`src/rtl/hazard_ctrl_pkg.sv`:
```
// Shared encodings for the hazard controller: forwarding-mux selects, result sources,
// and the nearest-stage forwarding priority function.
package hazard_ctrl_pkg;

    localparam logic [2:0] SEL_RF   = 3'b000;
    localparam logic [2:0] SEL_MALU = 3'b001;
    localparam logic [2:0] SEL_WD   = 3'b010;
    localparam logic [2:0] SEL_MPC  = 3'b011;

    localparam logic [1:0] RES_ALU = 2'b00;
    localparam logic [1:0] RES_DM  = 2'b01;
    localparam logic [1:0] RES_PC8 = 2'b10;

    // A load still in M (tnew 1) is skipped here; the stall logic keeps consumers away from it.
    function automatic logic [2:0] fwd_sel(input logic [4:0] src,
                                           input logic       use_m,
                                           input logic [4:0] a3_m,
                                           input logic [1:0] tnew_m,
                                           input logic [1:0] res_m,
                                           input logic [4:0] a3_w);
        logic [2:0] sel;
        sel = SEL_RF;
        if (src != 5'd0) begin
            if (use_m && src == a3_m && tnew_m == 2'd0)
                sel = (res_m == RES_PC8) ? SEL_MPC : SEL_MALU;
            else if (src == a3_w)
                sel = SEL_WD;
        end
        return sel;
    endfunction

endpackage

```
`src/rtl/hazard_ctrl_if.sv`:
```
// D-stage decode information in, forwarding selects and stall out.
interface hazard_ctrl_if;
    logic [4:0] rs_d;
    logic [4:0] rt_d;
    logic       use_rs_d;
    logic       use_rt_d;
    logic [1:0] tuse_rs_d;
    logic [1:0] tuse_rt_d;
    logic [4:0] a3_d;
    logic [1:0] tnew_d;
    logic [1:0] res_d;
    logic       stall;
    logic [2:0] mf_d_1_sel;
    logic [2:0] mf_d_2_sel;
    logic [2:0] mf_alu_a_sel;
    logic [2:0] mf_alu_b_sel;
    logic [2:0] mf_dmi_sel;

    modport master (
        output rs_d, rt_d, use_rs_d, use_rt_d, tuse_rs_d, tuse_rt_d, a3_d, tnew_d, res_d,
        input  stall, mf_d_1_sel, mf_d_2_sel, mf_alu_a_sel, mf_alu_b_sel, mf_dmi_sel
    );

    modport slave (
        input  rs_d, rt_d, use_rs_d, use_rt_d, tuse_rs_d, tuse_rt_d, a3_d, tnew_d, res_d,
        output stall, mf_d_1_sel, mf_d_2_sel, mf_alu_a_sel, mf_alu_b_sel, mf_dmi_sel
    );
endinterface

```
`src/rtl/hazard_ctrl_slot.sv`:
```
// One shadow pipeline slot: destination, remaining Tnew and result source of an in-flight instruction.
module hazard_slot (
    input  logic       clk,
    input  logic       reset,
    input  logic       bubble,
    input  logic       dec,
    input  logic [4:0] a3_in,
    input  logic [1:0] tnew_in,
    input  logic [1:0] res_in,
    output logic [4:0] a3,
    output logic [1:0] tnew,
    output logic [1:0] res
);
    logic [1:0] tnew_nxt;

    assign tnew_nxt = (dec && tnew_in != 2'd0) ? tnew_in - 2'd1 : (dec ? 2'd0 : tnew_in);

    always_ff @(posedge clk or negedge reset) begin
        if (!reset) begin
            a3   <= 5'd0;
            tnew <= 2'd0;
            res  <= 2'd0;
        end else if (bubble) begin
            a3   <= 5'd0;
            tnew <= 2'd0;
            res  <= 2'd0;
        end else begin
            a3   <= a3_in;
            tnew <= tnew_nxt;
            res  <= res_in;
        end
    end
endmodule

```
`src/rtl/hazard_ctrl.sv`:
```
// Hazard controller for the five-stage core: stall generation and forwarding-mux selects,
// driven by shadow E/M/W slots that advance in lockstep with the datapath.
module hazard_ctrl
    import hazard_ctrl_pkg::*;
(
    input  logic         clk,
    input  logic         reset,
    hazard_ctrl_if.slave hz
);
    logic [4:0] a3_e, a3_m, a3_w;
    logic [1:0] tnew_e, tnew_m, tnew_w;
    logic [1:0] res_e, res_m, res_w;
    logic [4:0] rs_e, rt_e, rt_m;
    logic       stall_rs, stall_rt;
    logic       unused_w;

    hazard_slot u_slot_e (
        .clk(clk), .reset(reset), .bubble(hz.stall), .dec(1'b0),
        .a3_in(hz.a3_d), .tnew_in(hz.tnew_d), .res_in(hz.res_d),
        .a3(a3_e), .tnew(tnew_e), .res(res_e)
    );

    hazard_slot u_slot_m (
        .clk(clk), .reset(reset), .bubble(1'b0), .dec(1'b1),
        .a3_in(a3_e), .tnew_in(tnew_e), .res_in(res_e),
        .a3(a3_m), .tnew(tnew_m), .res(res_m)
    );

    hazard_slot u_slot_w (
        .clk(clk), .reset(reset), .bubble(1'b0), .dec(1'b1),
        .a3_in(a3_m), .tnew_in(tnew_m), .res_in(res_m),
        .a3(a3_w), .tnew(tnew_w), .res(res_w)
    );

    // W only matters as a register-file write-back source, so its tnew/res are not consumed.
    assign unused_w = ^{tnew_w, res_w};

    always_ff @(posedge clk or negedge reset) begin
        if (!reset) begin
            rs_e <= 5'd0;
            rt_e <= 5'd0;
            rt_m <= 5'd0;
        end else begin
            rs_e <= hz.stall ? 5'd0 : hz.rs_d;
            rt_e <= hz.stall ? 5'd0 : hz.rt_d;
            rt_m <= rt_e;
        end
    end

    assign stall_rs = hz.use_rs_d && (hz.rs_d != 5'd0) &&
                      ((hz.rs_d == a3_e && tnew_e > hz.tuse_rs_d) ||
                       (hz.rs_d == a3_m && tnew_m > hz.tuse_rs_d));
    assign stall_rt = hz.use_rt_d && (hz.rt_d != 5'd0) &&
                      ((hz.rt_d == a3_e && tnew_e > hz.tuse_rt_d) ||
                       (hz.rt_d == a3_m && tnew_m > hz.tuse_rt_d));
    assign hz.stall = stall_rs | stall_rt;

    assign hz.mf_d_1_sel   = fwd_sel(hz.rs_d, 1'b1, a3_m, tnew_m, res_m, a3_w);
    assign hz.mf_d_2_sel   = fwd_sel(hz.rt_d, 1'b1, a3_m, tnew_m, res_m, a3_w);
    assign hz.mf_alu_a_sel = fwd_sel(rs_e,    1'b1, a3_m, tnew_m, res_m, a3_w);
    assign hz.mf_alu_b_sel = fwd_sel(rt_e,    1'b1, a3_m, tnew_m, res_m, a3_w);
    assign hz.mf_dmi_sel   = fwd_sel(rt_m,    1'b0, a3_m, tnew_m, res_m, a3_w);
endmodule
```
`src/flat_wrapper.sv`:
```
// flat-port wrapper written by rule: the top's interface ports become plain ports
module hazard_ctrl_flat import hazard_ctrl_pkg::*;
  (clk, reset, hz_rs_d, hz_rt_d, hz_use_rs_d, hz_use_rt_d, hz_tuse_rs_d, hz_tuse_rt_d, hz_a3_d, hz_tnew_d, hz_res_d, hz_stall, hz_mf_d_1_sel, hz_mf_d_2_sel, hz_mf_alu_a_sel, hz_mf_alu_b_sel, hz_mf_dmi_sel);
  hazard_ctrl_if hz_i ();
  input  logic clk;
  input  logic reset;
  input wire logic [$bits(hz_i.rs_d)-1:0] hz_rs_d;
  input wire logic [$bits(hz_i.rt_d)-1:0] hz_rt_d;
  input wire logic [$bits(hz_i.use_rs_d)-1:0] hz_use_rs_d;
  input wire logic [$bits(hz_i.use_rt_d)-1:0] hz_use_rt_d;
  input wire logic [$bits(hz_i.tuse_rs_d)-1:0] hz_tuse_rs_d;
  input wire logic [$bits(hz_i.tuse_rt_d)-1:0] hz_tuse_rt_d;
  input wire logic [$bits(hz_i.a3_d)-1:0] hz_a3_d;
  input wire logic [$bits(hz_i.tnew_d)-1:0] hz_tnew_d;
  input wire logic [$bits(hz_i.res_d)-1:0] hz_res_d;
  output wire logic [$bits(hz_i.stall)-1:0] hz_stall;
  output wire logic [$bits(hz_i.mf_d_1_sel)-1:0] hz_mf_d_1_sel;
  output wire logic [$bits(hz_i.mf_d_2_sel)-1:0] hz_mf_d_2_sel;
  output wire logic [$bits(hz_i.mf_alu_a_sel)-1:0] hz_mf_alu_a_sel;
  output wire logic [$bits(hz_i.mf_alu_b_sel)-1:0] hz_mf_alu_b_sel;
  output wire logic [$bits(hz_i.mf_dmi_sel)-1:0] hz_mf_dmi_sel;
  assign hz_i.rs_d = hz_rs_d;
  assign hz_i.rt_d = hz_rt_d;
  assign hz_i.use_rs_d = hz_use_rs_d;
  assign hz_i.use_rt_d = hz_use_rt_d;
  assign hz_i.tuse_rs_d = hz_tuse_rs_d;
  assign hz_i.tuse_rt_d = hz_tuse_rt_d;
  assign hz_i.a3_d = hz_a3_d;
  assign hz_i.tnew_d = hz_tnew_d;
  assign hz_i.res_d = hz_res_d;
  assign hz_stall = hz_i.stall;
  assign hz_mf_d_1_sel = hz_i.mf_d_1_sel;
  assign hz_mf_d_2_sel = hz_i.mf_d_2_sel;
  assign hz_mf_alu_a_sel = hz_i.mf_alu_a_sel;
  assign hz_mf_alu_b_sel = hz_i.mf_alu_b_sel;
  assign hz_mf_dmi_sel = hz_i.mf_dmi_sel;
  hazard_ctrl u_core (.clk(clk), .reset(reset), .hz(hz_i));
endmodule
```
`config.mk`:
```
export PLATFORM = sky130hd
export DESIGN_NAME = hazard_ctrl_flat
export DESIGN_NICKNAME = d
export VERILOG_FILES = /design/src/rtl/hazard_ctrl_pkg.sv /design/src/rtl/hazard_ctrl_if.sv /design/src/rtl/hazard_ctrl_slot.sv /design/src/rtl/hazard_ctrl.sv /design/src/flat_wrapper.sv
export SDC_FILE = /design/constraint.sdc
export NUM_CORES = 1
export LEC_CHECK = 0
export ABC_AREA = 1
export CAP_MARGIN = 25
export CELL_PAD_IN_SITES_DETAIL_PLACEMENT = 1
export CELL_PAD_IN_SITES_GLOBAL_PLACEMENT = 2
export CORE_UTILIZATION = 29
export CTS_CLUSTER_SIZE = 24
export DETAILED_ROUTE_END_ITERATION = 8
export MAX_ROUTING_LAYER = met4
export PLACE_DENSITY = 0.82
export SLEW_MARGIN = 20
export SYNTH_ARGS = -nofsm -noshare
export SYNTH_HDL_FRONTEND = slang
export SYNTH_SLANG_ARGS = --single-unit
```
`constraint.sdc`:
```
create_clock -name clk -period 2.11 [get_ports clk]
set_input_delay 0.422 -clock clk [delete_from_list [all_inputs] [get_ports clk]]
set_output_delay 0.422 -clock clk [all_outputs]
set_load 0.1 [all_outputs]
```
======== Word level (Yosys, flattened, before mapping) ========
Cells that the tools add are included.
operators by class
  reductions and logical operators ........ 21
  add/subtract/negate cells ............... 1
  magnitude comparators ................... 4
  equality and inequality tests ........... 12
  bitwise logic cells ..................... 1
  muxes and demuxes ....................... 21
operators with widths
  operator               count
  $eq A5 B5 Y1           11
  $reduce_bool A5 Y1     5
  $mux W3                8
  $mux W2                10
  $mux W5                3
  $logic_and A1 B1 Y1    12
  $gt A2 B2 Y1           4
  $eq A2 B2 Y1 const B   1
  $logic_not A2 Y1       1
  $logic_or A1 B1 Y1     2
  $reduce_bool A2 Y1     1
  $sub A2 B1 Y2 const B  1
  $or A1 B1 Y1           1
storage, ports and cells
  register bits ........................... 38
  word-level logic and storage cells ...... 70

======== Longest topological paths before layout ========
  depth after elaboration ................. 6
  depth in mapped cells ................... 12

======== By module ========
From an unflattened synthesis, not the netlist that was laid out.
second synthesis, totals
  cell total of the unflattened synthesis .. 399
  area total of the unflattened synthesis .. 2767.7 um^2
by module, submodules not included
  module       area each (um^2)  cells an instance  seq. area each (um^2)  times used
  hazard_ctrl  1686.6            285                375.4                  1
  hazard_slot  360.3             38                 225.2                  3

======== Worst setup path before layout ========
OpenSTA, ideal clock, no wires.
  path type ............................... register to output
  start point ............................. register u_core.u_slot_w.a3[1]
  end point ............................... output hz_mf_dmi_sel[1]
  buffers on the path ..................... 1
  arrival time ............................ 3.590 ns
  stages on the path, launching flop included .. 5
  data required time ...................... 1.688 ns
  setup slack ............................. -1.902 ns
  path through ............................ dfrtp_1 buf_2 xnor2_1 nand2_1 nor4_1
on the way
  cells in the longest elaborated chain, start to end .. 3
ends and longest elaborated chain
  item                      line                    source
  start: declaration        hazard_ctrl_slot.sv:10  output logic [4:0] a3,
  start signal: assignment  hazard_ctrl_slot.sv:28  a3 <= a3_in;
  $eq A5 B5 Y1              hazard_ctrl_pkg.sv:26   else if (src == a3_w)
  $mux W2                   hazard_ctrl_pkg.sv:26
  $mux W2                   hazard_ctrl_pkg.sv:23   if (src != 5'd0) begin
  end: declaration          flat_wrapper.sv:21      output wire logic [$bits(hz_i.mf_dmi_sel)-1:0] hz_mf_dmi_sel;
No other way between the ends.

======== Worst setup path after layout ========
  start point ............................. register u_core.u_slot_m.tnew[1]
  end point ............................... output hz_stall
on the way
  cells in the longest elaborated chain, start to end .. 5
  elaborated cells on any way between the ends .. 9
  classes of those cells .................. 2 x order compare; 1 x bitwise; 6 x reduce/logical
ends and longest elaborated chain
  item                                    line                                  source
  start: declaration                      hazard_ctrl_slot.sv:11                output logic [1:0] tnew,
  start signal: assignment                hazard_ctrl_slot.sv:29                tnew <= tnew_nxt;
  $gt A2 B2 Y1 (on tied branches)         hazard_ctrl.sv:52, hazard_ctrl.sv:55
  $logic_and A1 B1 Y1 (on tied branches)  hazard_ctrl.sv:52, hazard_ctrl.sv:55
  $logic_or A1 B1 Y1 (on tied branches)   hazard_ctrl.sv:51, hazard_ctrl.sv:54
  $logic_and A1 B1 Y1 (on tied branches)  hazard_ctrl.sv:50, hazard_ctrl.sv:53
  $or A1 B1 Y1 *                          hazard_ctrl.sv:56                     assign hz.stall = stall_rs | stall_rt;
  end: declaration                        flat_wrapper.sv:16                    output wire logic [$bits(hz_i.stall)-1:0] hz_stall;
Every way passes the cells marked *; elsewhere a longest branch is shown, timed or not.

==> out/qor.yml <==
clocking:
  cts_buffers: 5
  clock-sinks: 38
  cts-root-buf: "clkbuf_8"
  clk_pin_slew_worst_paths_ns: 0.07
  hold_buffers: 0
  cts_max_path_buffers: 2
  htree_levels: 2
  cts_tree: "yes"
  clk_latency_ns: 0.29
setup_path:
  worstPathArrival_ns: 1.94
  cp-start-kind: "flop"
  cp-end-kind: "primary output"
  r2r_cells: 10
  critical_path_class: "flop to primary output"
  cp_max_fo: 2
  worstPathRequired_ns: 1.69
floorplanning:
  die_area_um2: 8360
  ios: 43
  rows: 32
  start_util_pct: 30.0
  dieWidth_um: 91.4
  core_um2: 7730
  fp.dieH_um: 91.4
sta:
  worst_slack_ns: -0.252
  period_share_pct: 112
  maxSlewHeadroom_pct: 66.6
  skew_ns: 0.00743
  hold_viol_final: 0
  hold_ws_ns: 0.188
  finalCriticalPeriod_ns: 2.36
  maxSlewViolCount: 0
  tightest_slew_ns: 0.501
  setup_viol: 9
  fmax_mhz: 423
  rsz0062_at_grt: "yes"
yosys:
  syn_avg_cell_area_um2: 7.20
  synthArstFlopShare_pct: 100
  synth_top_area_share_pct: 41.0
  synth_most_common_cell: "nand2_1"
  yosysSeqAreaShare_pct: 41.0
  synth.area.top_cells: "dfrtp_1 41%, nand2_1 15%, inv_1 9.4%, nor2_1 6.0%, ha_1 4.3%"
  synth_top_cell_by_area: "dfrtp_1"
  synth-edff-count: 0
  yosys_warnings: 0
  synth_cell_types: 27
  synth_area_um2: 2320
  ys_seq_elements: 38
  synth_common_cells: "92 x nand2_1, 58 x inv_1, 38 x dfrtp_1"
  synthCells: 322
  synth-main-ff-cell: "dfrtp_1"
route:
  dr.pass1.iters: 4
  avgViaCountPerCell: 4.52
  antenna_left: 0
  wire_per_inst_um: 14.9
  drcViolationCount: 0
  totalWireLength_um: 7690
  drt_iter0_markers: 72
  routed-via-count: 2328
finish:
  fillers: 931
  nets: 447
  area_growth_pct: 60.3
  drive_gt1_share_pct: 37.0
  final_area_um2: 3720
  finalNonFillerCells: 515
  antennaDiodeCount: 0
  utilization_pct: 48.1
global_route:
  overflow: 0
  grt_max_degree: 39
  groute.usage.overall_pct: 20.1
  grt_pass1_wl_um: 12400
  grt_antenna_before_repair: 0
  grt_pass1_vias: 2477
min_path:
  hp-class: "primary input to asynchronous set/reset pin"
placed_design:
  placed_cell_area_um2: 3270
  post-place-ws_ns: -0.426
  portBuffers: 36
  gp_congestion: 0.862
  dp_hpwl_um: 5800
  dp.cells: 500
power_and_ir_drop:
  ir_drop_uv: 237
  leakage_nw: 1.82
  power.density_nw_per_um2: 558
flow_run:
  maxCapViolations: 0
outcome:
  violations: "setup timing"
  outcome: "finished with violations"
==> final cells by class <==
cell class,count,area (µm²),share of cell area [%]
Sequential cell,38,963,25.9
Inverter,60,234,6.29
Timing Repair Buffer,89,888,23.9
Clock buffer,7,86.3,2.32
Tap cell,102,128,3.43
Clock inverter,1,5.00,0.135
Multi-Input combinational cell,218,1410,38.0
==> sequential cells by signal (all words and copies together), names as in the netlist <==
register              flops
u_core.u_slot_e.res       2
u_core.u_slot_m.res       2
u_core.u_slot_m.a3        5
u_core.rs_e               5
u_core.u_slot_e.a3        5
u_core.rt_m               5
u_core.u_slot_e.tnew      2
u_core.u_slot_m.tnew      2
u_core.rt_e               5
u_core.u_slot_w.a3        5
==> cells by family (layout without fill, tap and decap cells) <==
kind of cell               after synthesis  count (layout)  share of synthesized area [%]
DFF                                     38              38                           41.0
adders and majority gates                8               8                           4.32
xor gates and xnor gates                14              14                           5.29
and+or+nand+nor                        164             164                           29.4
AOI/OAI and AO/OA                       26              26                           6.58
other                                    1               6                          0.162
buffers and inverters                   71             157                           13.3
==> what timing repair did <==
item                       4_1_cts  5_1_grt
resized for setup               81       26
buffers inserted                 5        2
setup endpoints to repair       10       10
pin swaps                       34       14
==> final timing paths <==
path                                          from                     end  slack (ns)
setup / recovery           u_core.u_slot_m.tnew[1]                hz_stall       -0.25
hold / removal                               reset          u_core.rs_e[4]        0.19
setup reg to reg           u_core.u_slot_m.tnew[1]          u_core.rs_e[4]        0.18
hold reg to reg             u_core.u_slot_e.res[1]  u_core.u_slot_m.res[1]        0.35
max in group asynchronous                    reset   u_core.u_slot_w.a3[4]        1.55
min in group clk            u_core.u_slot_e.res[1]  u_core.u_slot_m.res[1]        0.35
==> per-layer routing <==
| layer | share of wire [%] | routed length, µm | track usage, % | vias to the layer above |
|---|---|---|---|---|
| met5 | 0 | 0 | - | - |
| met4 | 1.9 | 147 | 5.82 | 0 |
| met3 | 2.0 | 156 | 2.51 | 10 |
| met2 | 54 | 4120 | 35.5 | 42 |
| met1 | 42 | 3260 | 23.8 | 1111 |
| li1 | - | - | - | 1165 |
==> critical path, cell delays in order, from the launching register on <==
cell	delay [ns]
dfrtp_2	0.43
buf_12	0.13
ha_4	0.27
nand2_4	0.04
a21boi_2	0.15
nand4_1	0.13
nand2_1	0.11
nand2_1	0.07
nand2_2	0.12
buf_12	0.18
==> placed cells by master (no fill, tap or decap), drive strengths merged, types with 4 or more instances in the layout <==
cell type and n:
xnor2 5, conb 6, nand3 9, inv 59, nor3 10, ha 8, nand4 7, xor2 9
buf 64, clkbuf 8, o22ai 6, clkdlybuf4s50 11, a21oi 9, nor2 39, o21ai 6, clkdlybuf4s15 4
nand2 93, dlygate4sd2 9, dfrtp 38
==> report_power, final <==
part | internal [W] | total (W) | leakage (nW) | switching, W
Sequential | 0.000782 | 0.000849 | 0.438 | 0.0000666
Combinational | 0.000297 | 0.000711 | 1.33 | 0.000414
Clock | 0.000264 | 0.000517 | 0.0482 | 0.000253
==> metrics by stage <==
stage / power, W / setup TNS [ns]
2_1_floorplan: 0.00120 / -0.274
3_3_place_gp: 0.00145 / -6.84
3_5_place_dp: 0.00147 / -7.25
4_1_cts: 0.00206 / -0.848
5_1_grt: 0.00219 / -1.71
6_report: 0.00208 / -0.913
Power figures use the tool's default switching activity.
